### src/rtl/psa_pkg.sv
// -----------------------------------------------------------------------------
// psa_pkg
// Shared definitions for blocks that sit on the 16-bit partitioned sub-word
// adder (PSA) output stream.
//   psa_acc_state_t : lane accumulator control states (IDLE, REDUCE, DONE)
//   PSA_LANES       : number of lanes in a PSA word
//   PSA_LANE_W      : width of one PSA lane
//   psa_lane()      : extracts lane i of a PSA word as a signed value
// -----------------------------------------------------------------------------
package psa_pkg;

   localparam int PSA_LANES  = 4;
   localparam int PSA_LANE_W = 4;
   localparam int PSA_WORD_W = PSA_LANES * PSA_LANE_W;

   typedef enum logic [1:0] {
      IDLE   = 2'd0,
      REDUCE = 2'd1,
      DONE   = 2'd2
   } psa_acc_state_t;

   // Shift-then-truncate keeps the index arithmetic free of part-select
   // width mismatches for any caller-supplied index.
   function automatic logic signed [PSA_LANE_W-1:0] psa_lane(
      input logic [PSA_WORD_W-1:0] word,
      input int unsigned           i
   );
      logic [PSA_WORD_W-1:0] shifted;
      shifted = word >> (i * PSA_LANE_W);
      return shifted[PSA_LANE_W-1:0];
   endfunction

endpackage

### src/rtl/psa_sat_add.sv
// -----------------------------------------------------------------------------
// psa_sat_add
// Signed saturating adder: an ACC_W-bit accumulator plus a sign-extended
// LANE_W-bit lane value, clipped to the ACC_W-bit signed range.
//   acc  in  ACC_W   current accumulator value (signed)
//   lane in  LANE_W  lane value to add (signed)
//   sum  out ACC_W   saturated result
//   clip out 1       result was clipped to the positive or negative bound
// Purely combinational; the caller owns the register.
// -----------------------------------------------------------------------------
module psa_sat_add #(
   parameter int ACC_W  = 8,
   parameter int LANE_W = 4
) (
   input  logic [ACC_W-1:0]  acc,
   input  logic [LANE_W-1:0] lane,
   output logic [ACC_W-1:0]  sum,
   output logic              clip
);

   // One guard bit is enough: |lane| never exceeds |acc| range when
   // LANE_W <= ACC_W, so the true sum always fits in ACC_W+1 bits.
   logic [ACC_W:0] wide;

   assign wide = {acc[ACC_W-1], acc}
               + {{(ACC_W + 1 - LANE_W){lane[LANE_W-1]}}, lane};

   // The two top bits of the widened sum disagree exactly when the result
   // left the ACC_W-bit signed range; the guard bit gives the direction.
   assign clip = wide[ACC_W] ^ wide[ACC_W-1];

   assign sum = !clip       ? wide[ACC_W-1:0]
              : wide[ACC_W] ? {1'b1, {(ACC_W-1){1'b0}}}   // most negative
              :               {1'b0, {(ACC_W-1){1'b1}}};  // most positive

endmodule

### src/rtl/psa_lane_accum.sv
// -----------------------------------------------------------------------------
// psa_lane_accum
// Lane-wise signed saturating accumulator fed by the PSA Sum/Error stream,
// with a multi-cycle horizontal reduction of the lanes into a 16-bit scalar
// and a saturating count of PSA error words.
//   clk, rst_n   clock (rising edge), asynchronous active-low reset
//   clear        synchronous clear, wins over everything else
//   in_valid     PSA word valid          in_ready   word can be accepted
//   in_sum       PSA Sum (4 x 4-bit)     in_error   PSA Error for the word
//   red_req      start a reduction       red_busy   reduction in progress
//   red_done     one-cycle result pulse  red_result signed lane sum (16-bit)
//   acc_ovf      sticky lane saturation  err_cnt    saturating error count
//   lane_acc     lane accumulators, lane i at [ACC_W*i +: ACC_W]
// Reduction timing: red_req sampled at edge N -> red_busy in cycles N+1..N+4,
// red_done/red_result in cycle N+5, accepting again in cycle N+6.
// -----------------------------------------------------------------------------
module psa_lane_accum
   import psa_pkg::*;
#(
   parameter int LANE_W = 4,
   parameter int ACC_W  = 8,
   parameter int CNT_W  = 8
) (
   input  logic                   clk,
   input  logic                   rst_n,
   input  logic                   clear,
   input  logic                   in_valid,
   output logic                   in_ready,
   input  logic [15:0]            in_sum,
   input  logic                   in_error,
   input  logic                   red_req,
   output logic                   red_busy,
   output logic                   red_done,
   output logic [15:0]            red_result,
   output logic                   acc_ovf,
   output logic [CNT_W-1:0]       err_cnt,
   output logic [4*ACC_W-1:0]     lane_acc
);

   localparam int RES_W = 16;

   psa_acc_state_t    state;
   logic [1:0]        idx;
   logic [RES_W-1:0]  red_sum;
   logic [ACC_W-1:0]  acc_q   [PSA_LANES];
   logic [ACC_W-1:0]  sat_sum [PSA_LANES];
   logic [PSA_LANES-1:0] clip;
   logic              accept;
   logic [ACC_W-1:0]  cur_acc;
   logic [RES_W-1:0]  cur_ext;

   // Handshake outputs decode the registered state only, so no input can
   // reach an output combinationally.
   assign in_ready = (state == IDLE);
   assign red_busy = (state == REDUCE);
   assign red_done = (state == DONE);
   assign accept   = in_valid & in_ready;

   // Lane currently being folded into the reduction sum, sign-extended.
   assign cur_acc = acc_q[idx];
   assign cur_ext = {{(RES_W - ACC_W){cur_acc[ACC_W-1]}}, cur_acc};

   for (genvar g = 0; g < PSA_LANES; g++) begin : g_lane
      psa_sat_add #(
         .ACC_W  (ACC_W),
         .LANE_W (LANE_W)
      ) u_sat_add (
         .acc  (acc_q[g]),
         .lane (psa_lane(in_sum, g)),
         .sum  (sat_sum[g]),
         .clip (clip[g])
      );
      assign lane_acc[ACC_W*g +: ACC_W] = acc_q[g];
   end

   // NOTE: every register here updates with <= so all right-hand sides see
   // pre-edge values; the reduction therefore reads accumulators that an
   // accept at the same edge as red_req has already updated one edge earlier.
   always_ff @(posedge clk or negedge rst_n) begin
      if (!rst_n) begin
         state      <= IDLE;
         idx        <= '0;
         red_sum    <= '0;
         red_result <= '0;
         acc_ovf    <= 1'b0;
         err_cnt    <= '0;
         // NOTE: the accumulator array is only four words of flops, not a RAM,
         // so it is reset element by element like any other state.
         for (int i = 0; i < PSA_LANES; i++) begin
            acc_q[i] <= '0;
         end
      end else if (clear) begin
         state      <= IDLE;
         idx        <= '0;
         red_sum    <= '0;
         red_result <= '0;
         acc_ovf    <= 1'b0;
         err_cnt    <= '0;
         for (int i = 0; i < PSA_LANES; i++) begin
            acc_q[i] <= '0;
         end
      end else begin
         // Accept only happens in IDLE (in_ready), independent of red_req.
         if (accept) begin
            for (int i = 0; i < PSA_LANES; i++) begin
               acc_q[i] <= sat_sum[i];
            end
            if (|clip) begin
               acc_ovf <= 1'b1;
            end
            if (in_error && (err_cnt != {CNT_W{1'b1}})) begin
               err_cnt <= err_cnt + 1'b1;
            end
         end

         case (state)
            IDLE: begin
               if (red_req) begin
                  state   <= REDUCE;
                  idx     <= '0;
                  red_sum <= '0;
               end
            end
            REDUCE: begin
               // Range is [-512, 508]; 16 bits never overflow.
               red_sum <= red_sum + cur_ext;
               idx     <= idx + 2'd1;
               if (idx == 2'd3) begin
                  red_result <= red_sum + cur_ext;
                  state      <= DONE;
               end
            end
            DONE: begin
               state <= IDLE;
            end
            default: begin
               state <= IDLE;
            end
         endcase
      end
   end

endmodule

### config.mk
export PLATFORM = sky130hd
export DESIGN_NAME = psa_lane_accum
export DESIGN_NICKNAME = d
export VERILOG_FILES = /design/src/rtl/psa_pkg.sv /design/src/rtl/psa_sat_add.sv /design/src/rtl/psa_lane_accum.sv
export SDC_FILE = /design/constraint.sdc
export NUM_CORES = 1
export LEC_CHECK = 0
export CAP_MARGIN = 30
export CORE_MARGIN = 2
export CORE_UTILIZATION = 50
export DETAILED_ROUTE_END_ITERATION = 10
export PLACE_DENSITY_LB_ADDON = 0.3
export SYNTH_ARGS = -nofsm -noshare
export SYNTH_HDL_FRONTEND = slang
export SYNTH_SLANG_ARGS = --single-unit
export TNS_END_PERCENT = 1
### constraint.sdc
create_clock -name clk -period 4.2 [get_ports clk]
set_input_delay 0.63 -clock clk [delete_from_list [all_inputs] [get_ports clk]]
set_output_delay 0.63 -clock clk [all_outputs]
set_load 0.02 [all_outputs]
## Word-level counts from Yosys, hierarchy flattened

Index checks and enable logic that the tools add are counted.

| word-level totals | value |
|---|---|
| output and inout bits | 60 |
| input port bits | 22 |
| bits in registers | 77 |

| cells by class | value |
|---|---|
| bitwise gates (word level) | 6 |
| $lt $le $gt $ge | 1 |
| equal/unequal tests | 6 |
| add/subtract/negate cells | 7 |
| muxes and demuxes | 32 |
| reductions and logical operators | 14 |

Operators with widths:

| operator | number |
|---|---|
| $mux W8 | 13 |
| $mux W16 | 5 |
| $mux W32 | 2 |
| $add A8 B4 Y9 | 4 |
| $pmux W16 S2 | 1 |
| $add A16 B16 Y16 | 1 |
| $bmux W8 S2 | 1 |
| $mux W2 | 5 |
| $reduce_and A2 Y1 | 5 |
| $reduce_bool A2 Y1 | 5 |
| $add A8 B1 Y8 const B | 1 |
| $ne A8 B8 Y1 const B | 1 |
| $pmux W2 S2 | 2 |
| $ne A3 B2 Y1 const B | 2 |
| $eq A2 B2 Y1 const B | 2 |
| $reduce_or A4 Y1 | 1 |
| $xor A1 B1 Y1 | 4 |
| $ge A3 B3 Y1 const B | 1 |
| $mux W1 | 3 |
| $not A2 Y3 | 1 |
| $reduce_bool A3 Y1 | 1 |
| $add A2 B1 Y2 const B | 1 |
| $eq A2 B1 Y1 const B | 1 |
| $logic_not A2 Y1 | 1 |
| other kinds (2) | 2 |

## Longest topological paths before layout

| logic depth | value |
|---|---|
| depth in word-level cells | 8 |
| gate-level depth with buffers | 13 |
| mapped depth without buffers | 13 |

## By module

A second synthesis with hierarchy kept.

| unflattened totals | value |
|---|---|
| cells, all modules | 639 |
| area, all modules | 5735.5 µm² |

Modules (own cells, without submodules):

| module | cells an instance | times used | area each (µm²) | sequential area each (µm²) |
|---|---|---|---|---|
| psa_lane_accum | 415 | 1 | 3993.8 | 1926.8 |
| psa_sat_add at g_lane[0].u_sat_add ... | 56 | 3 | 432.9 | 0.0 |
| psa_sat_add at g_lane[3].u_sat_add | 56 | 1 | 442.9 | 0.0 |

## Least setup slack after synthesis

No wires, ideal clock.

| timing path | value |
|---|---|
| path kind | input-to-reg |
| start point | input in_sum[5] |
| end point | register acc_ovf |
| stages on the path | 13 |
| buffers on the path | 1 |
| setup slack | 1.029 ns |
| arrival time | 3.033 ns |
| path through | ha_1 > a21o_1 > a21oi_1 > o21ai_0 > o211a_1 > o21a_1 > nor2_1 > xnor2_1 > ha_1 > clkbuf_1 > or4_1 > nor2_1 > a211oi_1 |

| on the way | value |
|---|---|
| longest elaborated chain between the ends | 5 |

RTL lines:

| item | RTL line | RTL |
|---|---|---|
| start: declaration | psa_lane_accum.sv:29 | `input logic [15:0] in_sum,` |
| $add A8 B4 Y9 | psa_sat_add.sv:26 | `+ {{(ACC_W + 1 - LANE_W){lane[LANE_W-1]}}, lane};` |
| $xor A1 B1 Y1 | psa_sat_add.sv:30 | `assign clip = wide[ACC_W] ^ wide[ACC_W-1];` |
| $reduce_or A4 Y1 | psa_lane_accum.sv:108 | `if (\|clip) begin` |
| $reduce_bool A2 Y1 (no source line) | n/a |  |
| $reduce_and A2 Y1 (no source line) | n/a |  |
| end signal: assignment | psa_lane_accum.sv:85 | `acc_ovf <= 1'b0;` |
| end signal: assignment | psa_lane_accum.sv:97 | `acc_ovf <= 1'b0;` |
| end signal: assignment | psa_lane_accum.sv:109 | `acc_ovf <= 1'b1;` |
| end: declaration | psa_lane_accum.sv:35 | `output logic acc_ovf,` |

No other way between the ends.
A chain may end at the register's enable or synchronous reset.

## Worst setup path in the final report

Ends and elaborated chain as after synthesis.

==> results.toml <==
[status]
outcome = "completed"

[run]
max-cap-violations = 0

[logic_synthesis]
synth-compound-area-share_pct = 22.9
synth_edf_count = 0
syn_nets = 619
synth_top_area_share_pct = 36.2
postSynthCellCount = 537
synth_top_flop_cell = "dfrtp_1"
synth_area_sq_mm = 0.00533
synth_top_family_by_area = "compound AO/OA/AOI/OAI gates"
yosysWarnings = 0
synthSimpleGateAreaFrac_pct = 12.5
synthTopCellsByArea = "dfrtp_1 (36%), ha_1 (13%), xnor2_1 (4.4%), nor2_1 (3.7%), a22o_1 (3.6%)"
ys_types = 56
synthArstFlopShare_pct = 100
synth_largest_area_cell = "dfrtp_1"
synth.avg_cell_area_sq_um = 9.92
synthMuxAreaShare_pct = 3.95
synthAdderAreaFrac_pct = 14.8
ys_seq_elements = 77
synth-seq-area-share_pct = 36.2
synth_xor_area_share_pct = 6.25

[grt]
grt_first_pass_wirelength_microns = 22200
grt_max_degree = 78
grt_use_met3_pct = 3.40
grt_pass1_vias = 4510
grt_use_met2_pct = 41.7
grt_use_met1_pct = 31.8
overflow = 0
grt.total_usage_pct = 24.2
top_usage_layer = "met2"
antenna_found_initial = 0

[clock_network]
clockBufferDepth = 2
clkTransAtPathRegs_ns = 0.08
cts_max_level = 3
cts_tree = "done"
cts_buffers = 9
cts_hold_buf = 0
clock-root-buffer = "clkbuf_8"
postCtsSetupBuffers = 0
clkLatencyLatePin_ns = 0.35
cts.sinks = 77
post_cts_resized = 0

[placement]
place_ws_ns = 0.302
port_buffers = 81
dp_hpwl_microns = 9910
gp_congestion = 0.892

[die]
fp.dieW_microns = 107
rows = 37
dieArea_sq_mm = 0.0115
start_util_pct = 51.6
die_y_microns = 107
core-area_sq_mm = 0.0103
io-pin-count = 82

[drt]
routed_via_density = 6.04
wirelength_microns = 13400
drtPass1Iterations = 5
drcViolationCount = 0
drtIter0Drc = 299
via_count = 4578
wire_per_inst_microns = 17.7
antenna_left = 0

[worst_setup_path]
cp_max_fo = 9
critical_path_class = "in -> reg"
critPathLaunchType = "primary input"
cp.required_ns = 4.40
end_kind = "register"
cp.arrival_ns = 3.78

[timing]
rsz0062_at_grt = "no"
fin_setup_tns_ns = 0
skew_ns = 0.00772
slew-limit-headroom_pct = 54.4
finalSetupViolCount = 0
worstMarginPinSlew_ns = 0.683
max_freq_ghz = 0.280
fin_crit_sh_pct = 85.1
final_hold_viol_count = 0
fin_crit_ns = 3.57
setup_slack_ns = 0.627
whs_ns = 0.218
finalMaxSlewViolations = 0

[layout]
layout_common_cells = "clkdlybuf4s50_1 (80), dfrtp_1 (77), ha_1 (55)"
antenna_cells = 0
syn_to_final_growth_pct = 22.6
final_layout_size_suffix_gt1_share_pct = 6.43
nets = 699
fill_cells = 837
multi_input_area_sq_mm = 0.00322
final_common_cell = "clkdlybuf4s50_1"
ff_latch_area_sq_mm = 0.00193

[pwr]
power_frac_clock_pct = 22.5
p_int_mw = 1.88
power_mw = 3.04
power_switching_mw = 1.16
leakagePower_nw = 2.98
powerDensity_mw_per_mm2 = 466
peakVddDrop_mv = 0.319
seq_power_share_pct = 32.7
netSwitchingFraction_pct = 38.1
pwr-share-comb_pct = 44.8

[worst_hold_path]
hold_path_class = "in -> async"
## worst paths after layout
path	depth (start not counted)	endpoint	start	slack, ns
worst max-delay path	13	acc_ovf	in_sum[5]	0.63
worst min register to register	1	state[0]	state[1]	0.50
worst min-delay path	1	red_result[13]	rst_n	0.22
worst max register to register	10	red_sum[14]	idx[0]	0.75
max in group asynchronous	2	lane_acc[27]	rst_n	3.39
min in group clk	1	state[0]	state[1]	0.50
## worst max-delay path: stages
cell             delay [ns]
clkdlybuf4s50_1        0.43
ha_1                   0.30
a21o_1                 0.15
a21oi_1                0.28
o21ai_0                0.14
o211a_1                0.16
o21a_1                 0.17
nor2_1                 0.21
xnor2_1                0.11
ha_1                   0.45
or4_1                  0.56
nor2_1                 0.09
a211oi_1               0.09
## synth_stat cells (12+ instances only)
library cell,number
nor3_1,16
nor2_1,52
ha_1,55
o21ai_0,19
xnor2_1,27
a21oi_1,38
nand2_1,25
a221o_1,18
dfrtp_1,77
a22o_1,22
clkbuf_1,16
inv_1,26
nor2b_1,12
## stage by stage
step / util [%] / cells / area (sq um)
3_3_place_gp: 60.7 / 740 / 6260
3_5_place_dp: 60.8 / 741 / 6270
4_1_cts: 63.1 / 757 / 6510
2_1_floorplan: - / 537 / 5330
5_1_grt: 63.3 / 758 / 6530
6_report: 63.3 / 758 / 6530
## cells by family after synthesis
kind of cell	after synthesis
XOR/XNOR	38
flip-flops	77
multiplexers	11
AND/OR/NAND/NOR	140
adder cells (fa/ha/maj)	60
AO/OA/AOI/OAI	165
buffers and inverters	46
## power groups by stage
stage	registers, mW	clock network, mW	logic, mW
floorplan	1.05	0	0.839
global placement	1.00	0	1.30
detailed placement	1.00	0	1.34
CTS	0.993	0.690	1.36
global route	1.01	0.727	1.49
finish	0.995	0.683	1.36
## sequential cells by signal (all words and copies together) (netlist names)
signal	flops
state	2
lane_acc	32
err_cnt	8
acc_ovf	1
red_sum	16
idx	2
red_result	16
## per-layer routing
metal,wire length (microns),vias to the layer above
met2,6900,128
met4,262,0
li1,-,2172
met1,5760,2262
met5,0,-
met3,507,16
## final cells by class
type                            count  share of cell area, %
Multi-Input combinational cell    414                   49.2
Sequential cell                    77                   29.5
Timing Repair Buffer               89                   13.5
Clock buffer                       12                   2.22
Inverter                           26                   1.49
Clock inverter                      4                   1.46
Tap cell                          136                   2.60
No activity file was read; power rests on OpenSTA's default activity.
